`config.mk`:
```
export PLATFORM = sky130hd
export DESIGN_NAME = seg_scan_capture
export DESIGN_NICKNAME = d
export VERILOG_FILES = /design/src/rtl/seg_scan_capture.sv
export SDC_FILE = /design/constraint.sdc
export NUM_CORES = 1
export LEC_CHECK = 0
export CAP_MARGIN = 20
export CORE_MARGIN = 2
export CORE_UTILIZATION = 45
export DETAILED_ROUTE_END_ITERATION = 8
export PLACE_DENSITY = 0.71
export REMOVE_ABC_BUFFERS = 1
export SYNTH_ARGS = -nofsm -noshare
export SYNTH_HDL_FRONTEND = slang
export SYNTH_SLANG_ARGS = --single-unit
```
`constraint.sdc`:
```
create_clock -name clk -period 4.3 [get_ports clk]
set_clock_uncertainty 0.2 [all_clocks]
set_input_delay 0.86 -clock clk [delete_from_list [all_inputs] [get_ports clk]]
set_output_delay 0.86 -clock clk [all_outputs]
set_load 0.005 [all_outputs]
```
`src/rtl/seg_scan_capture.sv`:
```
// -----------------------------------------------------------------------------
// seg_scan_capture
//
// Receive side of a multiplexed seven-segment scan bus. The digit-select and
// segment lines are synchronized, polarity-normalized, glitch-filtered, and
// every stable {select, segment} pattern is decoded back into a BCD digit
// stored against its scan position. A pulse marks each completed scan frame.
//
// Ports:
//   clk          in   system clock, all logic on the rising edge
//   reset        in   asynchronous active-high reset
//   led_bit[7:0] in   digit-select lines (asynchronous to clk)
//   led_seg[7:0] in   segment lines {dp,g,f,e,d,c,b,a} (asynchronous to clk)
//   digit_val    out  nibble i = decoded value of position i (0-9, F = blank)
//   dp_val       out  decimal-point state per position
//   digit_valid  out  position i holds a legal decoded glyph
//   frame_done   out  one-cycle pulse, every position captured since last pulse
//   bit_err      out  one-cycle pulse, accepted select pattern not legal
//   glyph_err    out  one-cycle pulse, accepted segment pattern not a glyph
//
// Pipeline from a pin change (edge 1 = first edge that samples new pins):
//   edge 1..2        two-flop synchronizer
//   edge 3           filter sees the new pattern, run counter restarts at 0
//   edge STABLE_CYC+2  counter reaches STABLE_CYC-1 -> accept strobe registered
//   edge STABLE_CYC+3  decoded result lands in the output registers
// -----------------------------------------------------------------------------
module seg_scan_capture #(
  parameter int DIGITS         = 8,
  parameter int STABLE_CYC     = 4,
  parameter int BIT_ACTIVE_LOW = 1,
  parameter int SEG_ACTIVE_LOW = 0
) (
  input  logic        clk,
  input  logic        reset,
  input  logic [7:0]  led_bit,
  input  logic [7:0]  led_seg,
  output logic [31:0] digit_val,
  output logic [7:0]  dp_val,
  output logic [7:0]  digit_valid,
  output logic        frame_done,
  output logic        bit_err,
  output logic        glyph_err
);

  localparam logic [7:0] BIT_INV    = (BIT_ACTIVE_LOW != 0) ? 8'hFF : 8'h00;
  localparam logic [7:0] SEG_INV    = (SEG_ACTIVE_LOW != 0) ? 8'hFF : 8'h00;
  // Positions 0..DIGITS-1 are the only legal select bits.
  localparam logic [7:0] LEGAL_MASK = 8'hFF >> (8 - DIGITS);
  localparam logic [7:0] CNT_MAX    = 8'(STABLE_CYC);
  localparam logic [7:0] CNT_FIRE   = 8'(STABLE_CYC - 2);

  // ---------------------------------------------------------------------------
  // Input synchronizer. Polarity is normalized ahead of the flops (XOR with a
  // constant), so the reset value of zero is the inactive bus state.
  // ---------------------------------------------------------------------------
  logic [15:0] pins_norm;
  logic [15:0] sync1;
  logic [15:0] sync2;

  assign pins_norm = {led_bit ^ BIT_INV, led_seg ^ SEG_INV};

  always_ff @(posedge clk or posedge reset) begin
    if (reset) begin
      sync1 <= '0;
      sync2 <= '0;
    end else begin
      sync1 <= pins_norm;
      sync2 <= sync1;
    end
  end

  // ---------------------------------------------------------------------------
  // Stability filter. cnt counts repeats of prev and saturates at STABLE_CYC,
  // so the accept strobe fires only on the single transition into
  // STABLE_CYC-1; a held pattern never fires again.
  // ---------------------------------------------------------------------------
  logic [15:0] prev;
  logic [7:0]  cnt;
  logic        same;
  logic        acc_stb;
  logic [15:0] acc_pat;

  assign same = (sync2 == prev);

  always_ff @(posedge clk or posedge reset) begin
    if (reset) begin
      prev    <= '0;
      cnt     <= '0;
      acc_stb <= 1'b0;
      acc_pat <= '0;
    end else begin
      prev    <= sync2;
      acc_pat <= sync2;
      acc_stb <= same && (cnt == CNT_FIRE);
      if (!same) begin
        cnt <= '0;
      end else if (cnt != CNT_MAX) begin
        cnt <= cnt + 8'd1;
      end
    end
  end

  // ---------------------------------------------------------------------------
  // Accepted-pattern classification
  // ---------------------------------------------------------------------------
  logic [7:0] acc_bsel;
  logic [7:0] acc_seg;
  logic       sel_blank;
  logic       sel_onehot;
  logic       sel_in_range;
  logic       sel_ok;
  logic [2:0] sel_idx;
  logic       g_legal;
  logic [3:0] g_code;

  assign acc_bsel = acc_pat[15:8];
  assign acc_seg  = acc_pat[7:0];

  // Returns {legal, code}; all-segments-off is the blank glyph, coded F.
  function automatic logic [4:0] decode_glyph(input logic [6:0] s);
    case (s)
      7'h3F:   return {1'b1, 4'h0};
      7'h06:   return {1'b1, 4'h1};
      7'h5B:   return {1'b1, 4'h2};
      7'h4F:   return {1'b1, 4'h3};
      7'h66:   return {1'b1, 4'h4};
      7'h6D:   return {1'b1, 4'h5};
      7'h7D:   return {1'b1, 4'h6};
      7'h07:   return {1'b1, 4'h7};
      7'h7F:   return {1'b1, 4'h8};
      7'h6F:   return {1'b1, 4'h9};
      7'h00:   return {1'b1, 4'hF};
      default: return {1'b0, 4'h0};
    endcase
  endfunction

  always_comb begin
    sel_blank    = (acc_bsel == 8'h00);
    sel_onehot   = ((acc_bsel & (acc_bsel - 8'd1)) == 8'h00);
    sel_in_range = ((acc_bsel & ~LEGAL_MASK) == 8'h00);
    sel_ok       = sel_onehot && sel_in_range;
    sel_idx      = 3'd0;
    for (int i = 0; i < 8; i++) begin
      if (acc_bsel[i]) begin
        sel_idx = 3'(i);
      end
    end
    {g_legal, g_code} = decode_glyph(acc_seg[6:0]);
  end

  // ---------------------------------------------------------------------------
  // Capture storage and frame tracking
  // ---------------------------------------------------------------------------
  logic [7:0]  seen;
  logic [7:0]  seen_n;
  logic [31:0] digit_val_n;
  logic [7:0]  dp_val_n;
  logic [7:0]  digit_valid_n;
  logic        frame_done_n;
  logic        bit_err_n;
  logic        glyph_err_n;

  always_comb begin
    digit_val_n   = digit_val;
    dp_val_n      = dp_val;
    digit_valid_n = digit_valid;
    seen_n        = seen;
    frame_done_n  = 1'b0;
    bit_err_n     = 1'b0;
    glyph_err_n   = 1'b0;
    // Blank (no select active) is the normal inter-digit gap: ignored.
    if (acc_stb && !sel_blank) begin
      if (!sel_ok) begin
        bit_err_n = 1'b1;
      end else begin
        dp_val_n[sel_idx] = acc_seg[7];
        if (g_legal) begin
          digit_val_n[{sel_idx, 2'b00} +: 4] = g_code;
          digit_valid_n[sel_idx]             = 1'b1;
        end else begin
          // Stored nibble is kept; only the valid flag drops.
          digit_valid_n[sel_idx] = 1'b0;
          glyph_err_n            = 1'b1;
        end
        // acc_bsel is one-hot here, so it is exactly the position bit.
        seen_n = seen | acc_bsel;
        // Clearing in the same update lets the next accept start a new frame.
        if ((seen_n & LEGAL_MASK) == LEGAL_MASK) begin
          frame_done_n = 1'b1;
          seen_n       = 8'h00;
        end
      end
    end
  end

  always_ff @(posedge clk or posedge reset) begin
    if (reset) begin
      digit_val   <= '0;
      dp_val      <= '0;
      digit_valid <= '0;
      seen        <= '0;
      frame_done  <= 1'b0;
      bit_err     <= 1'b0;
      glyph_err   <= 1'b0;
    end else begin
      digit_val   <= digit_val_n;
      dp_val      <= dp_val_n;
      digit_valid <= digit_valid_n;
      seen        <= seen_n;
      frame_done  <= frame_done_n;
      bit_err     <= bit_err_n;
      glyph_err   <= glyph_err_n;
    end
  end

endmodule

```
Word-level counts from Yosys, hierarchy flattened
Cells that the tools add are included.
{"block": "op_classes", "n_eq_ne": 15, "bitwise_logic": 6, "n_shift": 2, "muxes": 24, "n_addsub": 3, "reduce_logical": 9, "n_lt_le_gt_ge": 2}
{"op": "$pmux 5 s11", "count": 1}
{"op": "$eq 7x7->1 const B", "count": 7}
{"op": "$bwmux 32", "count": 1}
{"op": "$mux 8", "count": 4}
{"op": "$shift 4x7->32 const A", "count": 1}
{"op": "$shiftx 4x7->32", "count": 1}
{"op": "$mux 3", "count": 6}
{"op": "$and 8x8->8", "count": 2}
{"op": "$eq 16x16->1", "count": 1}
{"op": "$logic_not 8->1", "count": 2}
{"op": "$not 8->8", "count": 2}
{"op": "$or 8x8->8", "count": 2}
{"op": "$eq 7x3->1 const B", "count": 2}
{"op": "$mux 1", "count": 10}
{"op": "$add 8x1->8 const B", "count": 1}
{"op": "$bwmux 8", "count": 1}
{"op": "$eq 8x2->1 const B", "count": 1}
{"op": "$eq 8x8->1 const B", "count": 1}
{"op": "$ne 8x3->1 const B", "count": 1}
{"op": "$sub 8x1->8 const B", "count": 1}
{"op": "$eq 7x6->1 const B", "count": 1}
{"op": "$logic_not 7->1", "count": 1}
{"op": "$neg 5->7", "count": 1}
{"op": "$lt 3x4->1 const B", "count": 1}
{"op": "7 further kinds", "count": 9}
{"block": "word_totals", "inputBits": 18, "elab_cells": 73, "out_inout_bits": 51, "ff_bits": 116}

Longest topological paths before layout
{"block": "logic_depth", "depth_word": 14, "mapped_depth": 11, "depth_no_buf": 10}

Least setup slack after synthesis
OpenSTA, ideal clock, no wires.
{"block": "synth_path", "path_kind": "reg-to-reg", "start": "register acc_pat[9]", "end": "register digit_val[3]", "arrival_ns": 2.914, "setup_time_ns": 0.128, "path_buffers": 1, "t_required_ns": 3.972, "synth_period_minus_slack_ns": 3.242, "path_slack_ns": 1.058, "stages_incl_launch_ff": 11, "path_cell_list": "dfrtp_1 buf_6 nor2b_1 o21ai_0 nand2_1 inv_1 ha_1 ha_1 or4_4 nor4b_4 mux2_1"}
{"block": "synth_via", "elab_chain_len": 10, "elab_cells_between_ends": 18, "cone_classes": "add/sub: 2; shift: 2; mux: 8; bitwise: 1; reduce/logical: 5"}
{"item": "from (decl)", "line": "81", "rtl": "logic [15:0] acc_pat;"}
{"item": "from (signal assigned)", "line": "93", "rtl": "acc_pat <= sync2;"}
{"item": "$mux 1", "line": "144", "rtl": "if (acc_bsel[i]) begin"}
{"item": "$mux 3 (6 in series)", "line": "144"}
{"item": "$neg 5->7", "line": "178", "rtl": "digit_val_n[{sel_idx, 2'b00} +: 4] = g_code;"}
{"item": "$shiftx 4x7->32 / $shift 4x7->32 (equally long branches)", "line": "178"}
{"item": "$bwmux 32", "line": "178"}
{"item": "to (signal assigned)", "line": "206", "rtl": "digit_val <= digit_val_n;"}
{"item": "to (decl)", "line": "37", "rtl": "output logic [31:0] digit_val,"}
Parallel ways exist; a longest one is shown, timed or not.
A chain may end at the register's enable or synchronous reset.

Final worst setup path
{"block": "layout_path", "start": "register acc_pat[9]", "end": "register digit_val[1]"}
The elaborated chain is that of the path after synthesis.

==> run metrics <==
Ports=69; worst setup margin=754 ps; Post-route DRC=0; Simple-Gate Fraction of Synth Area=13.1%; clock sinks=116; PortBufs=68; Final nets=460; Cells after Synth=367; cts bufs inserted=17; core area=0.0104 mm^2; Worst Path Required=4500 ps; CTS HTree Levels=4; PD cells=423 mW/mm^2; Max Slew Vio Count=0; Adder-Cell Fraction of Synth Area=1.56%; GRT busiest layer=met2; cts hold-fix bufs=0; CP max FO=10; post-DP HPWL=5.96 mm; GR Util met2=24.2%; CTS Buffer Depth=2; RSZ-0062 raised after global routing=no; commonest non-fill, non-tap cells in the layout=116 x dfrtp_1, 68 x clkdlybuf4s50_1, 33 x mux2_2; DR WL/cell=14.7 um; FF+latch count, synth=116; worst r2r dst=digit_val[1]; Netlist cell types=52; XOR/XNOR Fraction of Synth Area=3.82%; dominant synthesized flop cell=dfrtp_1; setup slack, reg-to-reg=750 ps; fillers=848; met3 GRT Util=4.66%; routed via count=3,027; async set-reset flop share out of synthesis=100%; first-pass GRT wire length=14.3 mm; fmax=0.282 GHz; Area contributors post-synth=dfrtp_1 60%, mux2_2 7.7%, mux2_1 3.5%; Die Ht=107 um; Yosys top cell area share=60.3%; most frequent CP cell=ha_1; Via density=5.18; Min-Delay Endpoint=sync2[0]; pre-CTS WS=769 ps; compound-cell area share of the yosys netlist=5.53%; max-cap violations=0; multiplexer share of the synthesized area=11.2%; Post-CTS Repair Setup Buffers=0; Yosys Warn Count=0; Chip Width=107 um; EDFF count, synth=0; Cell Chain, Critical Path=nor2b_1, o21ai_0, nand2_1, inv_1, ha_1, ha_1, or4_4, nor4b_4, mux2_1; Yosys top cell by area=dfrtp_1; First-pass DRT Iterations=4; vias in the first global route=2,898; Worst EP arrival=3740 ps; critical path's largest stage delay=540 ps; Total Wirelength=8.58 mm; PostCTS Resize Cnt=0; peak supply drop=0.000276 V; Initial Utilization=46.4%; reg-to-reg startpoint=acc_pat[9]; largest family of logic cells by synthesized area=simple AND/OR/NAND/NOR gates; initial antenna violation count=0; GRT Residual Overflow=0; CTS root buffer=clkbuf_8; FF-to-FF path depth=9; sequential area share after synthesis=60.3%; CTS tree=built; FF/Latch Area=0.00290 mm^2; die area=0.0115 mm^2; Total Power=0.00259 W; min-delay worst type=reg -> reg; Synth Cell Area=0.00482 mm^2; worst-skew pair later-pin latency=510 ps; WHS=146 ps; Area Overhead vs Synth=27.3%; share of layout cells above drive strength 1=19.2%; Tightest Pin Transition=792 ps; final setup violating endpoints=0; fin crit share=82.5%; Worst slew margin=47.2%; final hold viol count=0; Final ANT Viol Nets=0; TNS Setup=0 ps; ant diodes=0; synthesized area per cell=13.1 um^2; WS Path Type=reg -> reg; slowest CP cell=or4_4; most common cell after layout, fill and taps aside=dfrtp_1; grt met1 use=21.9%; total track usage=16.4%; Crit path max-delay family=simple AND/OR/NAND/NOR gates; hold path depth=0; largest net degree at the start of global routing=68; clock-pin slew on the worst setup and hold paths=60 ps; Multi-input gate area=0.00170 mm^2; element type at the critical path start=register; crit end category=register; row cnt=37; Placer Congestion=0.889; Leakage=2.83 nW; outcome=complete, no violations; Period minus WS final=3550 ps; Hold Startpoint=sync1[0]; CP bufs+invs=1; 1st-iter DRT viols=148
[area by class of cell]
type,instances,area share (%)
Tap cell,136,2.78
Clock buffer,21,7.33
Inverter,20,1.29
Sequential cell,116,47.4
Multi-Input combinational cell,212,27.7
Clock inverter,10,2.14
Timing Repair Buffer,69,11.4
[worst max-delay path by stage]
stage,start,end,slack (ps),depth (start not counted)
floorplan,reset,async pin,170,1
global placement,acc_pat[9],digit_val[0],880,9
CTS,acc_pat[9],digit_val[1],760,9
detailed placement,acc_pat[9],digit_val[1],770,9
global route,acc_pat[9],digit_val[2],570,9
finish,acc_pat[9],digit_val[1],750,9
[registers in the layout (all words and copies together) (netlist names), named ones only]
register    count
acc_pat        16
frame_done      1
glyph_err       1
seen            8
acc_stb         1
digit_val      32
bit_err         1
sync2          16
dp_val          8
sync1          16
cnt             8
[Yosys cell counts, types with 5 or more instances]
master	number
o22ai_1	5
nand3_1	9
mux2_1	15
inv_1	19
nand3_2	5
buf_6	6
nor2_1	23
nand4_1	5
nor3_1	6
buf_2	8
xor2_1	19
dfrtp_1	116
mux2_2	33
a21oi_1	10
nor4_1	7
nand2_1	15
ha_1	6
[cell families (layout without fill, tap and decap cells)]
group,count (synthesis),after routing
muxes,48,48
and+or+nand+nor,99,99
DFF,116,116
adders and majority gates,6,6
buffers and inverters,39,120
AOI/OAI and AO/OA,38,38
xor gates and xnor gates,21,21
[per-layer routing]
metal | up-vias | routed length [um]
met1 | 1483 | 4020
met5 | - | 0
li1 | 1432 | -
met4 | 0 | 236
met2 | 92 | 3910
met3 | 20 | 413
[stage by stage]
stage | std cells | area, um^2 | util, %
6_report | 584 | 6130 | 59.1
5_1_grt | 584 | 6130 | 59.1
4_1_cts | 584 | 6130 | 59.1
3_5_place_dp | 553 | 5550 | 53.5
3_3_place_gp | 553 | 5550 | 53.5
2_1_floorplan | 348 | 4680 | -
[report_power, final]
part | internal [W] | switching (W) | total (W)
logic | 0.0000368 | 0.0000528 | 0.0000896
clock network | 0.000903 | 0.000456 | 0.00136
registers | 0.00112 | 0.0000255 | 0.00114
total | 0.00206 | 0.000534 | 0.00259
No activity file was read; power rests on OpenSTA's default activity.
